===== config.mk =====
export PLATFORM = sky130hd
export DESIGN_NAME = gray_level_inverse
export DESIGN_NICKNAME = d
export VERILOG_FILES = /design/src/rtl/gray_level_inverse.sv
export SDC_FILE = /design/constraint.sdc
export NUM_CORES = 1
export LEC_CHECK = 0
export CAP_MARGIN = 20
export CELL_PAD_IN_SITES_DETAIL_PLACEMENT = 0
export CELL_PAD_IN_SITES_GLOBAL_PLACEMENT = 1
export CORE_AREA = 2 2 101 103
export DETAILED_ROUTE_END_ITERATION = 10
export DIE_AREA = 0 0 103 105
export PLACE_DENSITY_LB_ADDON = 0.1
export SYNTH_ARGS = -nofsm -noshare
export SYNTH_HDL_FRONTEND = slang
export SYNTH_SLANG_ARGS = --single-unit
export TNS_END_PERCENT = 5

===== constraint.sdc =====
create_clock -name clk -period 3.6 [get_ports clk]
set_input_delay 0.72 -clock clk [delete_from_list [all_inputs] [get_ports clk]]
set_output_delay 0.72 -clock clk [all_outputs]
set_load 0.05 [all_outputs]

===== src/rtl/gray_level_inverse.sv =====
// Inverse gray-level transform: restoring divide of (gray x gain) by gain, one
// quotient bit per cycle, then round half-up and saturate to an OUT_W gray level.
module gray_level_inverse #(
  parameter int IN_W   = 16,
  parameter int OUT_W  = 8,
  parameter int GAIN_W = 8
) (
  input  logic              clk,
  input  logic              rst_n,
  input  logic              in_valid,
  output logic              in_ready,
  input  logic [IN_W-1:0]   in_data,
  input  logic [GAIN_W-1:0] in_gain,
  output logic              out_valid,
  input  logic              out_ready,
  output logic [OUT_W-1:0]  out_data,
  output logic              out_sat,
  output logic              out_div0
);

  localparam int CNT_W = $clog2(IN_W);
  localparam logic [OUT_W-1:0] SAT_MAX = '1;

  typedef enum logic [1:0] {IDLE, DIV, FIN, DONE} state_t;

  state_t            state_q, state_d;
  logic [IN_W-1:0]   dividend_q, dividend_d;
  logic [GAIN_W-1:0] divisor_q, divisor_d;
  logic [GAIN_W:0]   rem_q, rem_d;
  logic [IN_W-1:0]   quot_q, quot_d;
  logic [CNT_W-1:0]  cnt_q, cnt_d;
  logic              div0_q, div0_d;
  logic [OUT_W-1:0]  out_data_q, out_data_d;
  logic              out_sat_q, out_sat_d;
  logic              out_div0_q, out_div0_d;

  logic [GAIN_W:0]   rem_shift;
  logic [IN_W:0]     qr;

  // Widened by one bit so q = 2^IN_W-1 plus a round-up increment cannot wrap.
  function automatic logic [IN_W:0] round_half_up(input logic [IN_W-1:0]   q,
                                                  input logic [GAIN_W:0]   rem,
                                                  input logic [GAIN_W-1:0] div);
    logic [GAIN_W+1:0] rem2;
    logic [IN_W:0]     inc;
    rem2   = {rem, 1'b0};
    inc    = '0;
    inc[0] = (rem2 >= {2'b00, div});
    return {1'b0, q} + inc;
  endfunction

  function automatic logic exceeds_out_range(input logic [IN_W:0] v);
    return |v[IN_W:OUT_W];
  endfunction

  always_comb begin
    state_d    = state_q;
    dividend_d = dividend_q;
    divisor_d  = divisor_q;
    rem_d      = rem_q;
    quot_d     = quot_q;
    cnt_d      = cnt_q;
    div0_d     = div0_q;
    out_data_d = out_data_q;
    out_sat_d  = out_sat_q;
    out_div0_d = out_div0_q;
    rem_shift  = {rem_q[GAIN_W-1:0], dividend_q[cnt_q]};
    qr         = round_half_up(quot_q, rem_q, divisor_q);

    case (state_q)
      IDLE: begin
        if (in_valid) begin
          dividend_d = in_data;
          divisor_d  = in_gain;
          rem_d      = '0;
          quot_d     = '0;
          cnt_d      = CNT_W'(IN_W - 1);
          div0_d     = (in_gain == '0);
          state_d    = (in_gain == '0) ? FIN : DIV;
        end
      end
      // ---- divide: one restoring step per cycle, MSB first ----
      DIV: begin
        if (rem_shift >= {1'b0, divisor_q}) begin
          rem_d         = rem_shift - {1'b0, divisor_q};
          quot_d[cnt_q] = 1'b1;
        end else begin
          rem_d         = rem_shift;
          quot_d[cnt_q] = 1'b0;
        end
        if (cnt_q == '0) state_d = FIN;
        else             cnt_d   = cnt_q - CNT_W'(1);
      end
      // ---- finish: round, saturate, register result ----
      FIN: begin
        if (div0_q || exceeds_out_range(qr)) begin
          out_data_d = SAT_MAX;
          out_sat_d  = 1'b1;
        end else begin
          out_data_d = qr[OUT_W-1:0];
          out_sat_d  = 1'b0;
        end
        out_div0_d = div0_q;
        state_d    = DONE;
      end
      // ---- hold result until downstream takes it ----
      DONE: begin
        if (out_ready) state_d = IDLE;
      end
      default: state_d = IDLE;
    endcase
  end

  always_ff @(posedge clk) begin
    if (!rst_n) begin
      state_q    <= IDLE;
      dividend_q <= '0;
      divisor_q  <= '0;
      rem_q      <= '0;
      quot_q     <= '0;
      cnt_q      <= '0;
      div0_q     <= 1'b0;
      out_data_q <= '0;
      out_sat_q  <= 1'b0;
      out_div0_q <= 1'b0;
    end else begin
      state_q    <= state_d;
      dividend_q <= dividend_d;
      divisor_q  <= divisor_d;
      rem_q      <= rem_d;
      quot_q     <= quot_d;
      cnt_q      <= cnt_d;
      div0_q     <= div0_d;
      out_data_q <= out_data_d;
      out_sat_q  <= out_sat_d;
      out_div0_q <= out_div0_d;
    end
  end

  assign in_ready  = (state_q == IDLE);
  assign out_valid = (state_q == DONE);
  assign out_data  = out_data_q;
  assign out_sat   = out_sat_q;
  assign out_div0  = out_div0_q;

endmodule


==> metrics <==
Chip Width 103 um; TritonRoute pass-1 iters 4; Synth Instances 453; Hold Path Depth 2; Boundary Pins 40; Critical Path Sink Type flop; Warnings, synthesis 0; Post-CTS Hold Buffers 0; Final period util 95.2%; global route hottest layer met2; worst reg2reg path depth 15; Critical Path RT 3.84 ns; FMAX roughly 0.3 GHz; Clock Tree Buf Depth 2; combinational cell fraction of total power between 50% and 60%; clock share of power 20.2%; Final setup viols 0; GP Congestion approximately 0.9; clock skew between 0.008 and 0.009 ns; Ant. Diodes 0; Hold Crit Endpoint dividend_q[4]$_SDFFE_PN0P_; r2r endpoint out_data[0]$_SDFFE_PN0P_; CP bufs+invs 1; nets 544; Area Overhead vs Synth 23.3%; hold slack approximately 0.45 ns; pwr/cell area 775 nW/um^2; count of final hold-check violations 0; Int Pwr 1.99 mW; via count 3197; max incr delay on CP 0.50 ns; Core Region 9640 um^2; #FFs+latches synth 66; chip height 105 um; Startpoint Class flop; CTS root buf clkbuf_8; cell area after layout 4490 um^2; die area 10800 um^2; routed wire length 9.07 mm; Crit Path Max Fanout 5; TritonCTS Sinks 66; M2 GR Usage 26.8%; NetSw around 1.5 mW; Tmin final 3.43 ns; clk slew on worst S/H paths ~0.080 ns; Switching Share between 40% and 50%; area of placed instances 4220 um^2; worst-skew pair later-pin latency 0.35 ns; layout cell share with drive strength beyond 1 9.20%; RR Startpoint rem_q[0]$_SDFFE_PN0P_; largest cells by area after synthesis dfxtp_1 36%, nand2_1 8.1%, a21oi_1 8.0%; Sequential Power Share 28.6%; H-tree depth 3; vias in the first global route around 3000; Post-Syn Nets 502; Leak around 1.6 nW; Synth Cell Area about 3600 um^2; maxcap violations 0; status completed; Remaining Overflow, GRT 0; Initial Util 37.8%; largest net degree at the start of global routing 33; actual slew at the worst max-slew pin 0.541 ns; post-CTS setup buffers 0; Mean Syn Cell Area 8.04 um^2; Crit Path Class flop to flop; Final Power 3.48 mW; Crit path max-delay family compound AO/OA/AOI/OAI gates; grt met3 use between 3 and 4%; antenna viol nets, final 0; count of input and output buffers 39; met1 usage roughly 25%; cell accounting for the most synthesized area dfxtp_1; hold_sp dividend_q[4]$_SDFFE_PN0P_; Hold Path Class flop to flop; drt initial violations 125; sequential share of the synthesized area between 30% and 40%; Worst Path Arrival 3.66 ns; fin. max-slew vios 0; Crit-path slowest cell or4b_4; Routed WL per cell 14.3 um; HPWL Detailed 6.58 mm; first-pass GRT wire length about 15 mm; Via density 5.05; initial antenna violation count 0; Slew headroom 63.9%; CP cell instances ha_4 -> nor2b_1 -> o21ai_1 -> nand2b_1 -> a21oi_1 -> o21ai_1 -> a31o_2 -> ha_4 -> and4_4 -> a311o_1 -> o41a_1 -> or4b_4 -> a2111oi_4 -> buf_4 -> a21oi_1; CTS Buf Count 9; Netlist cell types 44; Peak VDD IR 0.000430 V; CTS tree yes; top cell type's share of synthesized area 36.3%; Cell Rows 36; All-Layer GR Usage between 10% and 20%; internal reg-to-reg setup slack approximately 0.17 ns; DRC 0
[final cells by class]
type / instances / area [um^2]
Fill cell: 1015 / 5150
Multi-Input combinational cell: 333 / 2160
Sequential cell: 66 / 1320
Timing Repair Buffer: 54 / 500
Tap cell: 133 / 166
Clock buffer: 11 / 141
Inverter: 31 / 116
Clock inverter: 5 / 77.6
[logic make-up (layout without fill, tap and decap cells)]
family                   after synthesis  in the layout  share of synthesized area [%]
AO/OA/AOI/OAI                        124            124                           21.2
XOR/XNOR                              16             16                           3.85
adder cells (fa/ha/maj)               21             21                           7.42
buffers and inverters                 54            101                           5.60
flip-flops                            66             66                           36.3
multiplexers                          11             11                           4.74
AND/OR/NAND/NOR                      161            161                           20.9
[state kept, by name, indices dropped and copies added, names as in the netlist]
register and cells:
cnt_q 4, div0_q 1, dividend_q 16, divisor_q 8, out_data 8, out_div0 1, out_sat 1, quot_q 16
rem_q 9, state_q 2
[what timing repair did]
item,CTS,global route
endpoints found under the hold margin,0,0
setup endpoints to repair,9,23
gates resized for setup,2,10
cloned,1,0
pin swaps,1,2
[per-stage QoR]
| stage | setup TNS [ns] | util, % | instances | worst slack [ns] |
|---|---|---|---|---|
| 2_1_floorplan | 0 | - | 453 | 0.0748 |
| 3_3_place_gp | 0 | 43.8 | 616 | 0.0663 |
| 3_5_place_dp | -0.100 | 43.8 | 616 | -0.0204 |
| 4_1_cts | 0 | 46.1 | 633 | 0.0253 |
| 5_1_grt | -0.00196 | 46.6 | 633 | -0.00180 |
| 6_report | 0 | 46.6 | 633 | 0.174 |
[power groups by stage]
stage	Sequential, mW	Clock, mW	Combinational (mW)
after global routing	1.02	0.750	1.99
after CTS	0.996	0.723	1.78
after global placement	1.01	0	1.77
final	0.995	0.702	1.78
after detailed placement	1.01	0	1.76
after floorplan	1.05	0	1.23
[Yosys cell counts]
| cell type | count |
|---|---|
| xnor2_1 | 12 |
| buf_2 | 1 |
| mux4_2 | 5 |
| xor2_1 | 4 |
| a22oi_1 | 1 |
| nor2b_1 | 5 |
| o41a_1 | 1 |
| o31ai_1 | 2 |
| dfxtp_1 | 66 |
| o32ai_1 | 13 |
| nor3b_1 | 1 |
| nand3_1 | 15 |
| fa_1 | 1 |
| a2111oi_4 | 1 |
| clkbuf_1 | 20 |
| o21a_1 | 5 |
| a311o_1 | 1 |
| mux2i_1 | 6 |
| or3_1 | 5 |
| ha_1 | 20 |
| nor3_1 | 6 |
| o21ai_0 | 25 |
| o31a_1 | 2 |
| nand2b_1 | 4 |
| a32oi_1 | 2 |
| a21boi_0 | 2 |
| a2111o_1 | 1 |
| a211o_1 | 1 |
| and3_1 | 3 |
| nand2_1 | 79 |
| nand4_1 | 2 |
| o311ai_0 | 1 |
| o211ai_1 | 2 |
| or4b_1 | 1 |
| a31o_2 | 1 |
| a31oi_1 | 4 |
| or4_1 | 3 |
| and4_1 | 3 |
| and2_1 | 18 |
| buf_1 | 2 |
| a21oi_1 | 58 |
| inv_1 | 31 |
| nor2_1 | 16 |
| a21o_1 | 1 |
[layer usage]
layer  wire, um  up-vias
met4        172        0
li1           -     1666
met1       4610     1463
met5          0        -
met2       4000       53
met3        284       15
[layout by cell type, fill, tap and decap left out, types with 12 or more instances in the layout]
cell type and count:
xnor2_1 12, o21ai_0 23, and2_1 18, ha_1 17, dfxtp_1 65, o32ai_1 13, inv_1 31, clkdlybuf4s50_1 39
a21oi_1 58, nand2_1 79, nand3_1 15, nor2_1 16, buf_4 14
[worst min-delay path, stage by stage (launching register included)]
cell     delay, ns
dfxtp_1       0.31
nand2_1       0.05
a21oi_1       0.05
[how the worst max path moves through the flow]
stage / from / end / slack (ns) / cells after the start
after floorplan: divisor_q[1]$_SDFFE_PN0P_ / out_data[0]$_SDFFE_PN0P_ / 0.07 / 15
after global placement: divisor_q[1]$_SDFFE_PN0P_ / out_data[6]$_SDFFE_PN0P_ / 0.07 / 16
after detailed placement: divisor_q[1]$_SDFFE_PN0P_ / out_data[0]$_SDFFE_PN0P_ / -0.02 / 16
after CTS: divisor_q[1]$_SDFFE_PN0P_ / out_data[0]$_SDFFE_PN0P_ / 0.03 / 16
after global routing: rem_q[0]$_SDFFE_PN0P_ / out_data[3]$_SDFFE_PN0P_ / -0.002 / 15
final: rem_q[0]$_SDFFE_PN0P_ / out_data[0]$_SDFFE_PN0P_ / 0.17 / 15
(Power assumes the default switching activity.)
